$ cat config.mk
export PLATFORM = sky130hd
export DESIGN_NAME = mybullet_app
export DESIGN_NICKNAME = d
export VERILOG_FILES = /design/src/rtl/tank_pkg.sv /design/src/rtl/bul_hit_cmp.sv /design/src/rtl/mybullet_app.sv
export SDC_FILE = /design/constraint.sdc
export NUM_CORES = 1
export LEC_CHECK = 0
export ABC_AREA = 1
export CORE_MARGIN = 5
export CORE_UTILIZATION = 47
export DETAILED_ROUTE_END_ITERATION = 6
export GPL_TIMING_DRIVEN = 0
export PLACE_DENSITY = 0.81
export SETUP_SLACK_MARGIN = 0.1
export SYNTH_ARGS = -nofsm -noshare
export SYNTH_HDL_FRONTEND = slang
export SYNTH_SLANG_ARGS = --single-unit
$ cat constraint.sdc
create_clock -name clk -period 2.65 [get_ports clk]
set_clock_uncertainty 0.2 [all_clocks]
set_input_delay 0.795 -clock clk [delete_from_list [all_inputs] [get_ports clk]]
set_output_delay 0.795 -clock clk [all_outputs]
set_load 0.02 [all_outputs]
$ cat src/rtl/tank_pkg.sv
// Shared tank-game definitions: direction codes, field limits, bullet states.
// Pure declarations plus a one-cell step helper; no timing or flow control.
package tank_pkg;

  localparam int COORD_W = 5;
  localparam int NUM_ENM = 4;

  localparam logic [1:0] DIR_UP    = 2'b00;
  localparam logic [1:0] DIR_DOWN  = 2'b01;
  localparam logic [1:0] DIR_LEFT  = 2'b10;
  localparam logic [1:0] DIR_RIGHT = 2'b11;

  localparam logic [COORD_W-1:0] FIELD_X_MAX   = 5'd16;
  localparam logic [COORD_W-1:0] FIELD_Y_MAX   = 5'd20;
  localparam logic [COORD_W-1:0] FIELD_OFF_POS = 5'd31;

  typedef enum logic [1:0] {
    BUL_IDLE = 2'b00,
    BUL_FLY  = 2'b01,
    BUL_EXPL = 2'b10
  } bul_state_t;

  typedef struct packed {
    logic [COORD_W-1:0] x;
    logic [COORD_W-1:0] y;
  } pos_t;

  // Caller guarantees the step stays inside the field.
  function automatic pos_t pos_step(pos_t p, logic [1:0] dir);
    pos_t n;
    n = p;
    case (dir)
      DIR_UP:    n.y = p.y - 5'd1;
      DIR_DOWN:  n.y = p.y + 5'd1;
      DIR_LEFT:  n.x = p.x - 5'd1;
      DIR_RIGHT: n.x = p.x + 5'd1;
      default:   n = p;
    endcase
    return n;
  endfunction

endpackage

$ cat src/rtl/bul_hit_cmp.sv
// Flags every live enemy whose cell equals the bullet cell.
// Purely combinational, zero latency, no flow control.
module bul_hit_cmp
  import tank_pkg::*;
(
  input  pos_t               bul,
  input  pos_t               enm   [NUM_ENM],
  input  logic [NUM_ENM-1:0] alive,
  output logic [NUM_ENM-1:0] match
);

  always_comb begin
    match = '0;
    for (int i = 0; i < NUM_ENM; i++) begin
      match[i] = alive[i] && (enm[i] == bul);
    end
  end

endmodule

$ cat src/rtl/mybullet_app.sv
// Player bullet controller: launch on shoot edge, step per move_tick, hit detect, explosion hold.
// All outputs registered (one cycle after the deciding edge); no backpressure, move_tick paces motion.
module mybullet_app
  import tank_pkg::*;
#(
  parameter logic [COORD_W-1:0] X_MAX      = FIELD_X_MAX,
  parameter logic [COORD_W-1:0] Y_MAX      = FIELD_Y_MAX,
  parameter logic [COORD_W-1:0] OFF_POS    = FIELD_OFF_POS,
  parameter int unsigned        EXPL_TICKS = 2
) (
  input  logic               clk,
  input  logic               rst,
  input  logic               move_tick,
  input  logic               tank_en,
  input  logic               bul_sht,
  input  logic [1:0]         tank_dir_in,
  input  logic [COORD_W-1:0] tank_x,
  input  logic [COORD_W-1:0] tank_y,
  input  logic [COORD_W-1:0] enm1_x,
  input  logic [COORD_W-1:0] enm1_y,
  input  logic [COORD_W-1:0] enm2_x,
  input  logic [COORD_W-1:0] enm2_y,
  input  logic [COORD_W-1:0] enm3_x,
  input  logic [COORD_W-1:0] enm3_y,
  input  logic [COORD_W-1:0] enm4_x,
  input  logic [COORD_W-1:0] enm4_y,
  input  logic [NUM_ENM-1:0] enm_alive,
  output logic [COORD_W-1:0] mybul_x,
  output logic [COORD_W-1:0] mybul_y,
  output logic [1:0]         mybul_dir,
  output logic               mybul_state_feedback,
  output logic               mybul_expl,
  output logic [NUM_ENM-1:0] enm_hit
);

  localparam int CNT_W = (EXPL_TICKS > 1) ? $clog2(EXPL_TICKS + 1) : 1;
  localparam logic [CNT_W-1:0] EXPL_LAST = CNT_W'(EXPL_TICKS);
  localparam pos_t POS_OFF = '{x: OFF_POS, y: OFF_POS};

  bul_state_t         state;
  bul_state_t         state_nxt;
  pos_t               pos;
  pos_t               pos_nxt;
  logic [1:0]         dir_nxt;
  logic [CNT_W-1:0]   cnt;
  logic [CNT_W-1:0]   cnt_nxt;
  logic [CNT_W-1:0]   cnt_inc;
  logic [NUM_ENM-1:0] hit_nxt;
  logic               fb_nxt;
  logic               expl_nxt;
  logic               sht_prev;
  logic               launch;
  logic               at_wall;
  logic               expl_done;
  logic [NUM_ENM-1:0] match;
  pos_t               enm [NUM_ENM];

  assign enm[0] = '{x: enm1_x, y: enm1_y};
  assign enm[1] = '{x: enm2_x, y: enm2_y};
  assign enm[2] = '{x: enm3_x, y: enm3_y};
  assign enm[3] = '{x: enm4_x, y: enm4_y};

  bul_hit_cmp u_hit_cmp (
    .bul   (pos),
    .enm   (enm),
    .alive (enm_alive),
    .match (match)
  );

  assign mybul_x = pos.x;
  assign mybul_y = pos.y;

  // sht_prev resets high so a button already held at reset release cannot fire.
  assign launch    = (state == BUL_IDLE) && bul_sht && !sht_prev && tank_en;
  assign cnt_inc   = cnt + CNT_W'(1);
  assign expl_done = move_tick && (cnt_inc >= EXPL_LAST);

  // Boundary is checked before stepping so 5-bit arithmetic never wraps.
  always_comb begin
    at_wall = 1'b0;
    case (mybul_dir)
      DIR_UP:    at_wall = (pos.y == '0);
      DIR_DOWN:  at_wall = (pos.y == Y_MAX);
      DIR_LEFT:  at_wall = (pos.x == '0);
      DIR_RIGHT: at_wall = (pos.x == X_MAX);
      default:   at_wall = 1'b0;
    endcase
  end

  always_ff @(posedge clk or posedge rst) begin
    if (rst) begin
      state <= BUL_IDLE;
    end else begin
      state <= state_nxt;
    end
  end

  always_comb begin
    state_nxt = state;
    case (state)
      BUL_IDLE: if (launch) state_nxt = BUL_FLY;
      BUL_FLY: begin
        if (|match) begin
          state_nxt = BUL_EXPL;
        end else if (move_tick && at_wall) begin
          state_nxt = BUL_IDLE;
        end
      end
      BUL_EXPL: if (expl_done) state_nxt = BUL_IDLE;
      default:  state_nxt = BUL_IDLE;
    endcase
  end

  // Hit wins over a coincident move_tick: the position freezes on the hit cell.
  always_comb begin
    pos_nxt = pos;
    dir_nxt = mybul_dir;
    cnt_nxt = cnt;
    hit_nxt = '0;
    case (state)
      BUL_IDLE: begin
        if (launch) begin
          pos_nxt = '{x: tank_x, y: tank_y};
          dir_nxt = tank_dir_in;
        end else begin
          pos_nxt = POS_OFF;
        end
      end
      BUL_FLY: begin
        if (|match) begin
          hit_nxt = match;
          cnt_nxt = '0;
        end else if (move_tick) begin
          pos_nxt = at_wall ? POS_OFF : pos_step(pos, mybul_dir);
        end
      end
      BUL_EXPL: begin
        if (expl_done) begin
          pos_nxt = POS_OFF;
          cnt_nxt = '0;
        end else if (move_tick) begin
          cnt_nxt = cnt_inc;
        end
      end
      default: pos_nxt = POS_OFF;
    endcase
    fb_nxt   = (state_nxt != BUL_IDLE);
    expl_nxt = (state_nxt == BUL_EXPL);
  end

  always_ff @(posedge clk or posedge rst) begin
    if (rst) begin
      pos                  <= POS_OFF;
      mybul_dir            <= DIR_UP;
      mybul_state_feedback <= 1'b0;
      mybul_expl           <= 1'b0;
      enm_hit              <= '0;
      cnt                  <= '0;
      sht_prev             <= 1'b1;
    end else begin
      pos                  <= pos_nxt;
      mybul_dir            <= dir_nxt;
      mybul_state_feedback <= fb_nxt;
      mybul_expl           <= expl_nxt;
      enm_hit              <= hit_nxt;
      cnt                  <= cnt_nxt;
      sht_prev             <= bul_sht;
    end
  end

endmodule

Yosys cells after proc, flatten, opt, wreduce, memory -nomap -nowiden
Cells that the tools add are included.
- bits in registers: 23
- bits of input ports: 61
- word-level logic and storage cells: 75
- add/subtract/negate cells: 5
- $lt $le $gt $ge: 1
- eq/ne operators: 19
- multiplexer cells: 20
- reductions and logical operators: 21
- operator list (cell ; number):
    two-way mux 10 bit ; 5
    equality test 10 bit ; 4
    one-hot mux 10 bit (3 select lines) ; 1
    one-hot mux 5 bit (2 select lines) ; 2
    two-way mux 2 bit ; 7
    adder 5 x 1 -> 5 bit, second input constant ; 2
    equality test 5 bit, second input constant ; 2
    zero test 5 bit ; 2
    subtractor 5 x 1 -> 5 bit, second input constant ; 2
    logical AND 1 bit ; 9
    equality test 2 bit, second input constant ; 4
    two-way mux 4 bit ; 2
    inequality test 2 bit, second input constant ; 4
    inequality test 4 x 2 -> 1 bit, second input constant ; 2
    AND reduction 4 bit ; 2
    one-hot mux 2 bit (3 select lines) ; 1
    equality test 2 x 1 -> 1 bit, second input constant ; 2
    zero test 2 bit ; 2
    one-hot mux 1 bit (4 select lines) ; 1
    one-hot mux 2 bit (2 select lines) ; 1
    nonzero test 2 bit ; 2
    OR reduction 4 bit ; 1
    inequality test 3 bit, second input constant ; 1
    AND reduction 3 bit ; 1
    4 further kinds ; 4

Logic depth before layout (Yosys ltp)
Gate-level depths: netlist (run 1).
- word-level depth: 7
- gate-level depth with buffers: 13
- mapped depth without buffers: 12

Hierarchy
Synthesis (run 1) repeated with hierarchy kept, for this count alone.
- cells, all modules: 372
- area total of the unflattened synthesis: 2237.1 um2
- by module, submodules not included (module ; instances ; cells an instance ; area each (um2)):
    mybullet_app ; 1 ; 206 ; 1526.5
    bul_hit_cmp ; 1 ; 166 ; 710.7

Worst setup path after synthesis (run 1)
OpenSTA, ideal clock, no wires.
- path type: register to register
- start: reg pos (netlist bit mybul_y[0])
- end: reg pos (netlist bit mybul_y[4])
- arrival: 1.850 ns
- required time: 2.374 ns
- path slack: 0.524 ns
- stages on the path, launching flop included: 11
- path buffers: 1
- period minus slack after synthesis: 2.126 ns
- path through: dfstp_2 > buf_4 > inv_2 > fa_1 > o21ai_0 > nand2_1 > nand2_1 > xor2_1 > a21oi_1 > nand4_1 > nand2_1
- cells in the longest elaborated chain, start to end: 6
- elaborated cells between the ends (all ways): 22
- classes of those cells: 2 x add/sub; 7 x eq/ne; 6 x mux; 7 x reduce/logical
- ends and longest elaborated chain (what ; line ; source):
    from (decl) ; mybullet_app.sv:42 ; pos_t pos;
    from (signal assigned) ; mybullet_app.sv:161 ; pos <= pos_nxt;
    adder 5 x 1 -> 5 bit (tied with other cells) ; tank_pkg.sv:34 ; DIR_DOWN: n.y = p.y + 5'd1;
    one-hot mux 5 bit (2 select lines) or one-hot mux 1 bit (4 select lines) (tied branches) ; tank_pkg.sv:32, mybullet_app.sv:81 ;
    two-way mux 10 bit ; mybullet_app.sv:134 ; pos_nxt = at_wall ? POS_OFF : pos_step(pos, mybul_dir);
    two-way mux 10 bit ; mybullet_app.sv:133 ; end else if (move_tick) begin
    two-way mux 10 bit ; mybullet_app.sv:130 ; if (|match) begin
    one-hot mux 10 bit (3 select lines) ; mybullet_app.sv:120 ; case (state)
Several ways; a longest one is shown, not always the timed one. The select of a mux whose other input is x is not followed.
A chain may end at the register's enable or synchronous reset.

Final worst setup path (run 1)
- start: in enm4_y[2]
- end: reg pos (netlist bit mybul_y[0])
- cells in the longest elaborated chain, start to end: 5
- ends and longest elaborated chain (what ; line ; source):
    from (decl) ; mybullet_app.sv:26 ; input logic [COORD_W-1:0] enm4_y,
    equality test 10 bit ; bul_hit_cmp.sv:15 ; match[i] = alive[i] && (enm[i] == bul);
    logical AND 1 bit ; bul_hit_cmp.sv:15 ;
    OR reduction 4 bit ; mybullet_app.sv:130 ;
    inequality test 2 bit (no source line) ; - ;
    AND reduction 4 bit (no source line) ; - ;
No other way between the ends.

==> summary.md, run 1 <==
| Metric | Value |
|---|---|
| Outcome | `finished, final reports clean` |
| Drt pass-1 iters | `5` |
| Root Driver | `clkbuf_8` |
| Number of global-route vias before repair | `2597` |
| Area share of the largest cell type after synthesis | `19.5%` |
| Drt first-iter violations | `252` |
| Detailed Place HPWL | `6160 µm` |
| Placed insts | `532` |
| Post-synthesis net count | `roughly 460` |
| Core Area | `0.00482 mm²` |
| Rel. slew slack | `43.1%` |
| Wirelength, routed | `7730 µm` |
| Average size of a mapped cell | `6.13 µm²` |
| H-tree level count | `1` |
| First-pass GRT wire length | `between 10000 and 15000 µm` |
| Yosys warns | `0` |
| Number of antenna violations at the first check in global routing | `0` |
| Placer Congestion | `0.971` |
| Die X | `81.0 µm` |
| Antenna diodes | `0` |
| Overall power | `between 3000 and 4000 µW` |
| Area Growth Syn to Fin | `40.3%` |
| Count of pins over their slew limit | `0` |
| Die Area | `0.00657 mm²` |
| Yosys reg bits | `23` |
| Number of flops mapped to enable cells by yosys | `0` |
| Largest net degree at the start of global routing | `24` |
| Fmax | `just over 400 MHz` |
| Cts hold-fix bufs | `0` |
| Routed vias | `2830` |
| Post-synth ARST share | `100%` |
| Power Density | `1040 mW/mm²` |
| Starting Density | `49.2%` |
| Total CTS buffers | `3` |
| Top_reg_cell synth | `dfrtp_1` |
| Residual DRC count | `0` |
| Mapped Cells | `between 300 and 400` |
| Final Non-Filler Cells | `542` |
| Largest buffer count on any clock path | `2` |
| Top post-synthesis cells by area | `nand2_1 (19%), dfrtp_1 (13%), dfstp_2 (12%)` |
| Unrepaired setup endpoints after global routing | `false` |
| Worst slew pin tran | `0.853 ns` |
| Per-cell routed wire length | `14.3 µm` |
| I/O Pins | `about 80` |
| Reg clk slew, reported paths | `0.08 ns` |
| Max_cap viols | `0` |
| IR Drop Worst-Case VDD | `0.000607 V` |
| Total GRT Usage | `24.4%` |
| Fin crit share | `92.8%` |
| Worst Setup End Kind | `flop` |
| Detail Route Antenna Nets | `0` |
| CP Data Required Time | `2.67 ns` |
| GR Overflow Total | `0` |
| Layout fillers | `roughly 450` |
| R2R depth | `11` |
| Final net count | `545` |
| Final setup viols | `0` |
| CP Launch Type | `input pin` |
| Worst hold path class | `flop to flop` |
| Worst-Skew Late Latency | `0.27 ns` |
| Seq/Total Area, Yosys | `24.8%` |
| Final hold vios | `0` |
| Synth top cells by count | `nand2_1 (123), inv_1 (54), nor2_1 (42)` |
| Chip height | `81.0 µm` |
| Cell variety after synth | `35` |
| Post-synth top area cell | `nand2_1` |
| Port Buf Inserts | `78` |
| Tmin final | `2.46 ns` |
| Top-count cell post-synth | `nand2_1` |
| Vias/cell | `5.22` |
| Clk sink count | `23` |
| Critical path data arrival time | `2.48 ns` |
| Std-Cell Rows | `25` |
| Layout cell share with drive strength beyond 1 | `10.7%` |
| Hold path depth | `2` |
| Crit path max fanout | `5` |
| Pleak | `~0.0017 µW` |
| Setup tns final | `0 ns` |
| Synthesized area | `0.00237 mm²` |
| Critical path type | `input pin to flop` |
| TritonCTS clock tree | `built` |
==> placed cells by master, fill, tap and decap left out, types with 3 or more instances in the layout <==
master           count
nor2_1              42
a21oi_1             11
nand3_1             23
dlygate4sd2_1        4
nor2_2               3
inv_1               54
dfstp_2             11
nand4_1             23
nand2_1            122
inv_2               10
o21ai_0             10
nor3_1               4
xnor2_1             13
nand3_2              4
clkdlybuf4s50_1     73
buf_4                6
xor2_1               7
ha_1                 6
clkbuf_8             3
dfrtp_1             12
nand2_2              3
buf_2                6
==> through the flow <==
step                hold WS, ns  worst slack, ns  util [%]  area, µm²
global route              0.369           0.0834      69.1       3330
floorplan                 0.285            0.524         -       2370
CTS                       0.329            0.102      68.1       3280
detailed placement        0.318          -0.0796      67.2       3240
global placement          0.305          -0.0342      67.2       3240
finish                    0.333            0.190      69.1       3330
==> per-layer routing <==
layer	up-vias	GRT usage [%]	wire [µm]
li1	1401	-	-
met1	1269	31.9	3270
met2	138	41.0	3690
met3	22	3.77	586
met4	0	8.45	190
met5	-	0	0
==> kinds of logic after synthesis <==
kind of cell             synth area share (%)
AO/OA/AOI/OAI                            6.96
XOR/XNOR                                 7.38
adder cells (fa/ha/maj)                  4.85
buffers and inverters                    12.4
flip-flops                               24.8
AND/OR/NAND/NOR                          43.5
==> timing repair <==
action	in CTS	in global routing
hold endpoints to repair	0	0
buffers inserted	0	5
setup endpoints to repair	4	7
pin swaps	0	1
gates cloned	0	1
resized for setup	4	6
==> power breakdown <==
group	internal, µW	switching [µW]	leakage (µW)	total [µW]
clock network	105	121	0.0000255	226
logic	1010	1480	0.00143	2490
registers	546	201	0.000272	748
==> worst max-delay path, cell delays in order <==
cell	delay [ns]
clkdlybuf4s50_1	0.50
inv_1	0.05
nor2_1	0.11
nor2_1	0.06
nand2_1	0.06
nor2_1	0.04
nand3_1	0.08
nand2_2	0.09
o21ai_4	0.21
buf_4	0.18
buf_6	0.12
nand4_1	0.08
nand2_1	0.10
==> state kept, by name, summed over array words and instances, names as in the netlist <==
name,flops
mybul_dir,2
cnt,2
mybul_y,5
sht_prev,1
mybul_state_feedback,1
mybul_x,5
mybul_expl,1
state,2
enm_hit,4
==> worst paths after layout <==
check	slack, ns	endpoint	startpoint
worst min-delay path	0.33	cnt[1]	cnt[1]
worst max register to register	0.34	mybul_y[0]	mybul_x[4]
min in group asynchronous	0.79	enm_hit[2]	rst
max in group asynchronous	0.94	mybul_state_feedback	rst
worst max-delay path	0.19	mybul_y[0]	enm4_y[2]
worst min register to register	0.33	cnt[1]	cnt[1]
==> final cells by class <==
class / instances / area [µm²] / share of cell area [%]
Buffer: 8 / 47.5 / 1.43
Clock buffer: 3 / 41.3 / 1.24
Clock inverter: 1 / 5.00 / 0.150
Inverter: 66 / 248 / 7.44
Multi-Input combinational cell: 290 / 1490 / 44.9
Sequential cell: 23 / 589 / 17.7
Tap cell: 67 / 83.8 / 2.52
Timing Repair Buffer: 84 / 821 / 24.7
(Power assumes the default switching activity.)
==> inputs of run 2 (changes only) <==
Settings changed: CORE_UTILIZATION 47 to 50, PLACE_DENSITY 0.81 to 0.85.
Clock period 2.65 ns to 3.1 ns, I/O delays scaled along.
==> run 2 against run 1 <==
- sequential share of layout area is 0.33 points higher
- clock power shrank 15%
- clock-buffer cell count unchanged
- register-to-register slack better by 0.45 ns
- die area decreased by 5.3%
- core utilization up 1.0 points
- sequential power down 15%
- cell count decreased by 3.5%
- combinational power shrank 14%
- critical path type is now flop to primary output
- critical endpoint is now mybul_x[0]
- largest cell class unchanged
- largest power group unchanged
==> summary.md, run 2 (same netlist as run 1, synthesis figures left out) <==
| Metric | Value |
|---|---|
| Placer Congestion | `0.946 (-2.6%)` |
| Max_cap viols | `0 (unchanged)` |
| Final net count | `539 (-1.1%)` |
| Reg clk slew, reported paths | `0.08 ns (about the same)` |
| Worst hold path class | `flop to flop` |
| Most common cell after layout, fill and taps aside | `nand2_1` |
| Chip height | `78.9 µm (-2.7%)` |
| Pleak | `0.00169 µW (-2.3%)` |
| CP Data Required Time | `1.97 ns (-0.70 ns)` |
| Worst-Skew Late Latency | `0.27 ns (about the same)` |
| Largest net degree at the start of global routing | `24 (unchanged)` |
| Wirelength, routed | `7820 µm (+1.1%)` |
| Number of antenna violations at the first check in global routing | `0 (unchanged)` |
| Buffers plus inverters on the worst setup path | `1 (-3)` |
| Buffer count from post-CTS setup fixing | `0 (unchanged)` |
| Setup tns final | `0 ns (unchanged)` |
| Logic gate share of total power | `72.1% (+0.2 points)` |
| Drt first-iter violations | `239 (-5.2%)` |
| Cts hold-fix bufs | `0 (unchanged)` |
| Port Buf Inserts | `78 (unchanged)` |
| Layout cell share with drive strength beyond 1 | `9.17% (-1.6 points)` |
| Sequential share of power | `21.4% (-0.2 points)` |
| Worst Setup End Kind | `primary output` |
| Vias/cell | `5.34 (+2.2%)` |
| Worst slew pin tran | `0.850 ns (-0.00346 ns)` |
| GR Overflow Total | `0 (unchanged)` |
| Crit path cell chain | `clkdlybuf4s50_1` |
| Worst-path cell with the longest stage delay | `dfstp_2` |
| Count of pins over their slew limit | `0 (unchanged)` |
| GR Util met3 | `3.29% (-0.48 points)` |
| I/O Pins | `79 (unchanged)` |
| Fin crit share | `between 80% and 90%` |
| Switching pwr | `1530 µW (-15%)` |
| Area Growth Syn to Fin | `37.8%` |
| Antenna diodes | `0 (unchanged)` |
| Total GRT Usage | `25.2% (+0.75 points)` |
| Clock share of power | `6.5% (about the same)` |
| Switching Fraction | `51.4% (-0.46 points)` |
| H-tree level count | `1 (unchanged)` |
| Number of global-route vias before repair | `2663 (+2.5%)` |
| Total CTS buffers | `3 (unchanged)` |
| Routed vias | `2792 (-1.3%)` |
| TritonCTS clock tree | `built` |
| Post-cts sizing count | `0 (-4)` |
| Per-cell routed wire length | `14.9 µm (+4.8%)` |
| Tmin final | `2.74 ns` |
| Detailed Place HPWL | `6250 µm (+1.5%)` |
| Outcome | `finished, final reports clean` |
| Reg-to-reg startpoint | `mybul_x[4]` |
| Final hold vios | `0 (unchanged)` |
| Die X | `78.9 µm (-2.7%)` |
| Std-Cell Rows | `25 (unchanged)` |
| Die Area | `0.00622 mm² (-5.3%)` |
| Residual DRC count | `0 (unchanged)` |
| CP Launch Type | `flop` |
| Overall power | `2980 µW (-14%)` |
| Rel. slew slack | `43.3% (+0.23 points)` |
| IR Drop Worst-Case VDD | `0.000697 V (+15%)` |
| CP top delay family | `flip-flops` |
| Unrepaired setup endpoints after global routing | `false` |
| Crit path max fanout | `8 (+3)` |
| Power Density | `910 mW/mm² (-12%)` |
| Largest buffer count on any clock path | `2 (unchanged)` |
| Int Pwr | `1450 µW (-13%)` |
| Core Area | `0.00466 mm² (-3.2%)` |
| Fmax | `365 MHz` |
| Final setup viols | `0 (unchanged)` |
| Most frequent cells in the layout | `nand2_1 (123), clkdlybuf4s50_1 (78), inv_1 (54), nor2_1 (42)` |
| Critical path data arrival time | `1.61 ns (-0.87 ns)` |
| Layout fillers | `438 (-3.3%)` |
| Starting Density | `50.9% (+1.7 points)` |
| Gr busiest metal | `met2` |
| Critical path type | `flop to primary output` |
| Clk sink count | `23 (unchanged)` |
| Drt pass-1 iters | `4 (-1)` |
| Crit path largest cell delay | `0.68 ns (+0.18 ns)` |
| First-pass GRT wire length | `12400 µm (+0.50%)` |
| Detail Route Antenna Nets | `0 (unchanged)` |
| Met2 Track Usage GR | `44.4% (+3.4 points)` |
| Worst setup path start | `mybul_x[0]` |
| Fin Hold WS | `0.335 ns (+0.00224 ns)` |
| Met1 Use GR | `32.0% (+0.12 points)` |
| Root Driver | `clkbuf_8` |
| Hold_sp | `cnt[1]` |
==> run 2: worst min-delay path, delay by kind of cell, from the launching register on <==
kind                   cells  cell delay [ns]
DFF                        1             0.38
buffers and inverters      1             0.07
and+or+nand+nor            1             0.05
==> run 2: area by class of cell <==
class | instances | area (µm²) | area share [%]
clock inverter | 1 | 7.51 | 0.230
tap | 54 | 67.6 | 2.07
sequential | 23 | 589 | 18.0
buffer | 8 | 47.5 | 1.45
clock buffer | 3 | 41.3 | 1.26
timing repair buffer | 78 | 781 | 23.9
multi-input combinational | 290 | 1490 | 45.5
inverter | 66 | 248 | 7.58
==> run 2: path summary, 6_finish.rpt <==
kind / to / slack [ns] / cells past startpoint
setup / recovery: mybul_x[0] / 0.36 / 1
hold / removal: cnt[1] / 0.33 / 2
setup reg to reg: mybul_x[0] / 0.79 / 10
hold reg to reg: cnt[1] / 0.33 / 2
max in group asynchronous: mybul_state_feedback / 1.25 / 2
min in group asynchronous: enm_hit[1] / 0.93 / 2
==> run 2: per-stage QoR <==
| step | instances | setup WS (ns) | cell area [µm²] | utilization [%] |
|---|---|---|---|---|
| after floorplan | 387 | 0.905 | 2370 | - |
| after global placement | 519 | 0.286 | 3220 | 69.1 |
| after detailed placement | 519 | 0.266 | 3220 | 69.1 |
| after CTS | 523 | 0.353 | 3270 | 70.1 |
| after global routing | 523 | 0.332 | 3270 | 70.1 |
| final | 523 | 0.364 | 3270 | 70.1 |
==> run 2: layer usage <==
layer | vias up | part of all wire, %
met5 | - | 0
met1 | 1259 | 42
met2 | 133 | 48
met4 | 0 | 1.9
met3 | 18 | 8.0
li1 | 1382 | -
==> run 2: power by group through the flow <==
stage / Combinational (µW) / Sequential (µW) / Clock, µW
after floorplan: 1390 / 699 / 0
after global routing: 2380 / 657 / 204
after CTS: 2140 / 638 / 195
after detailed placement: 2120 / 641 / 0
final: 2150 / 638 / 192
after global placement: 2060 / 636 / 0
==> inputs of run 3 (changes only) <==
Settings changed: CAP_MARGIN set to 40.
==> run 3 against run 2 <==
- core utilization up 0.32 points
- worst hold slack improved by 0.0014 ns
- total power up 0.57%
- cell count is 0.19% higher
- clock power hardly changed
- wire length rose by 0.37%
- register-to-register slack about the same
- sequential power hardly changed
- critical endpoint unchanged
- largest cell class unchanged
- highest routed layer unchanged
==> summary.md, run 3 (same netlist as run 1, synthesis figures left out) <==
| Metric | Value |
|---|---|
| Drt first-iter violations | `203 (-15%)` |
| Max_cap viols | `0 (unchanged)` |
| Unrepaired setup endpoints after global routing | `false` |
| Rel. slew slack | `69.7% (+26 points)` |
| R2R depth | `10 (unchanged)` |
| GR Overflow Total | `0 (unchanged)` |
| Gr busiest metal | `met2` |
| Power Density | `911 mW/mm² (+0.11%)` |
| Per-cell routed wire length | `15.0 µm (+0.18%)` |
| R2r setup slk | `0.80 ns (about the same)` |
| Area Growth Syn to Fin | `38.4%` |
| Total GRT Usage | `25.5% (+0.36 points)` |
| Largest net degree at the start of global routing | `15 (-38%)` |
| IR Drop Worst-Case VDD | `0.000680 V (-2.3%)` |
| Placer Congestion | `0.946 (unchanged)` |
| Wirelength, routed | `7850 µm (+0.37%)` |
| Final setup viols | `0 (unchanged)` |
| Outcome | `finished, final reports clean` |
| Setup WS post-layout | `0.367 ns (+0.00351 ns)` |
| Number of global-route vias before repair | `2681 (+0.68%)` |
| Crit path max fanout | `8 (unchanged)` |
| Worst-path cell with the longest stage delay | `dfstp_2` |
| Crit path cell chain | `clkdlybuf4s50_1` |
| Cts hold-fix bufs | `0 (unchanged)` |
| Critical path type | `flop to primary output` |
| Tmin final | `2.73 ns (-0.00351 ns)` |
| Residual DRC count | `0 (unchanged)` |
| Count of pins over their slew limit | `0 (unchanged)` |
| CP Depth | `1 (unchanged)` |
| Number of antenna violations at the first check in global routing | `0 (unchanged)` |
| Pleak | `0.00169 µW (+0.44%)` |
| Starting Density | `50.9% (unchanged)` |
| H-tree level count | `1 (unchanged)` |
| Port Buf Inserts | `78 (unchanged)` |
| Reg-to-reg startpoint | `mybul_x[0]` |
| Final hold vios | `0 (unchanged)` |
| Buffer count from post-CTS setup fixing | `0 (unchanged)` |
| Die X | `78.9 µm (unchanged)` |
| Crit path largest cell delay | `0.68 ns (about the same)` |
| Worst slew pin tran | `0.454 ns (-0.395 ns)` |
| Worst-Skew Late Latency | `0.27 ns (about the same)` |
| Met2 Track Usage GR | `44.1% (-0.25 points)` |
| Critical R2R Capture | `mybul_y[4]` |
| Most common cell after layout, fill and taps aside | `nand2_1` |
| CP Launch Type | `flop` |
| Reg clk slew, reported paths | `0.09 ns (about the same)` |
| Critical path data arrival time | `1.60 ns (about the same)` |
| Clk sink count | `23 (unchanged)` |
| Root Driver | `clkbuf_8` |
| Die Area | `0.00622 mm² (unchanged)` |
| Post-cts sizing count | `0 (unchanged)` |
| Fin crit share | `88.1% (-0.11 points)` |
| Setup tns final | `0 ns (unchanged)` |
| Fmax | `366 MHz (+0.13%)` |
| Final net count | `540 (+0.19%)` |
| Chip height | `78.9 µm (unchanged)` |
| Total CTS buffers | `3 (unchanged)` |
| Vias/cell | `5.41 (+1.3%)` |
| First-pass GRT wire length | `12500 µm (+0.67%)` |
| Std-Cell Rows | `25 (unchanged)` |
| I/O Pins | `79 (unchanged)` |
| Worst setup path start | `mybul_x[0]` |
| Routed vias | `2833 (+1.5%)` |
| Detail Route Antenna Nets | `0 (unchanged)` |
| Pre-CTS setup slack | `0.255 ns (-0.0111 ns)` |
| Crit path to | `mybul_x[0]` |
| Buffers plus inverters on the worst setup path | `1 (unchanged)` |
| Antenna diodes | `0 (unchanged)` |
| CP Data Required Time | `1.97 ns (about the same)` |
| Worst hold path class | `flop to flop` |
| Most frequent cells in the layout | `nand2_1 (123), clkdlybuf4s50_1 (78), inv_1 (54), nor2_1 (42)` |
| Largest buffer count on any clock path | `2 (unchanged)` |
| Layout cell share with drive strength beyond 1 | `9.36% (+0.19 points)` |
| Met1 Use GR | `32.3% (+0.35 points)` |
| Core Area | `0.00466 mm² (unchanged)` |
| GR Util met3 | `4.76% (+1.5 points)` |
| Detailed Place HPWL | `6250 µm (about the same)` |
| Worst Setup End Kind | `primary output` |
| Drt pass-1 iters | `5 (+1)` |
| CP top delay family | `flip-flops` |
| TritonCTS clock tree | `built` |
-- run 3: cell count changes in the layout (fill, tap and decap cells not counted) --
cell	change
buf_8	+1
-- run 3: area by class of cell --
| cell class | count | area [µm²] |
|---|---|---|
| Multi-Input combinational cell | 290 | 1490 |
| Fill cell | 425 | 1380 |
| Timing Repair Buffer | 79 | 796 |
| Sequential cell | 23 | 589 |
| Inverter | 66 | 248 |
| Tap cell | 54 | 67.6 |
| Buffer | 8 | 47.5 |
| Clock buffer | 3 | 41.3 |
| Clock inverter | 1 | 7.51 |
-- run 3: metrics by stage --
step / cells / hold WS [ns] / util (%) / instance area [µm²] / power [µW]
floorplan: 387 / 0.285 / - / 2370 / 2090
global placement: 519 / 0.303 / 69.1 / 3220 / 2700
detailed placement: 520 / 0.319 / 69.4 / 3240 / 2760
CTS: 524 / 0.332 / 70.5 / 3280 / 2980
global route: 524 / 0.357 / 70.5 / 3280 / 3260
finish: 524 / 0.336 / 70.5 / 3280 / 2990
-- run 3: layer usage --
metal | share of wire, % | vias to the layer above | wire length [µm]
met5 | 0 | - | 0
met4 | 2.4 | 0 | 186
met1 | 42 | 1299 | 3330
li1 | - | 1382 | -
met2 | 47 | 133 | 3710
met3 | 7.8 | 19 | 615
-- run 3: worst min path at each step --
stage / depth (start not counted) / to / start / slack [ns]
2_1_floorplan: 2 / cnt[1] / cnt[1] / 0.29
3_3_place_gp: 2 / cnt[1] / cnt[1] / 0.30
3_5_place_dp: 2 / cnt[1] / cnt[1] / 0.32
4_1_cts: 2 / cnt[1] / cnt[1] / 0.33
5_1_grt: 2 / cnt[1] / cnt[1] / 0.36
6_report: 2 / cnt[1] / cnt[1] / 0.34
-- run 3: power by group --
part           switching, µW  internal [µW]  leakage, µW
combinational           1270            891      0.00140
clock                    104           91.2    0.0000217
sequential               169            467     0.000272
total                   1540           1450      0.00169
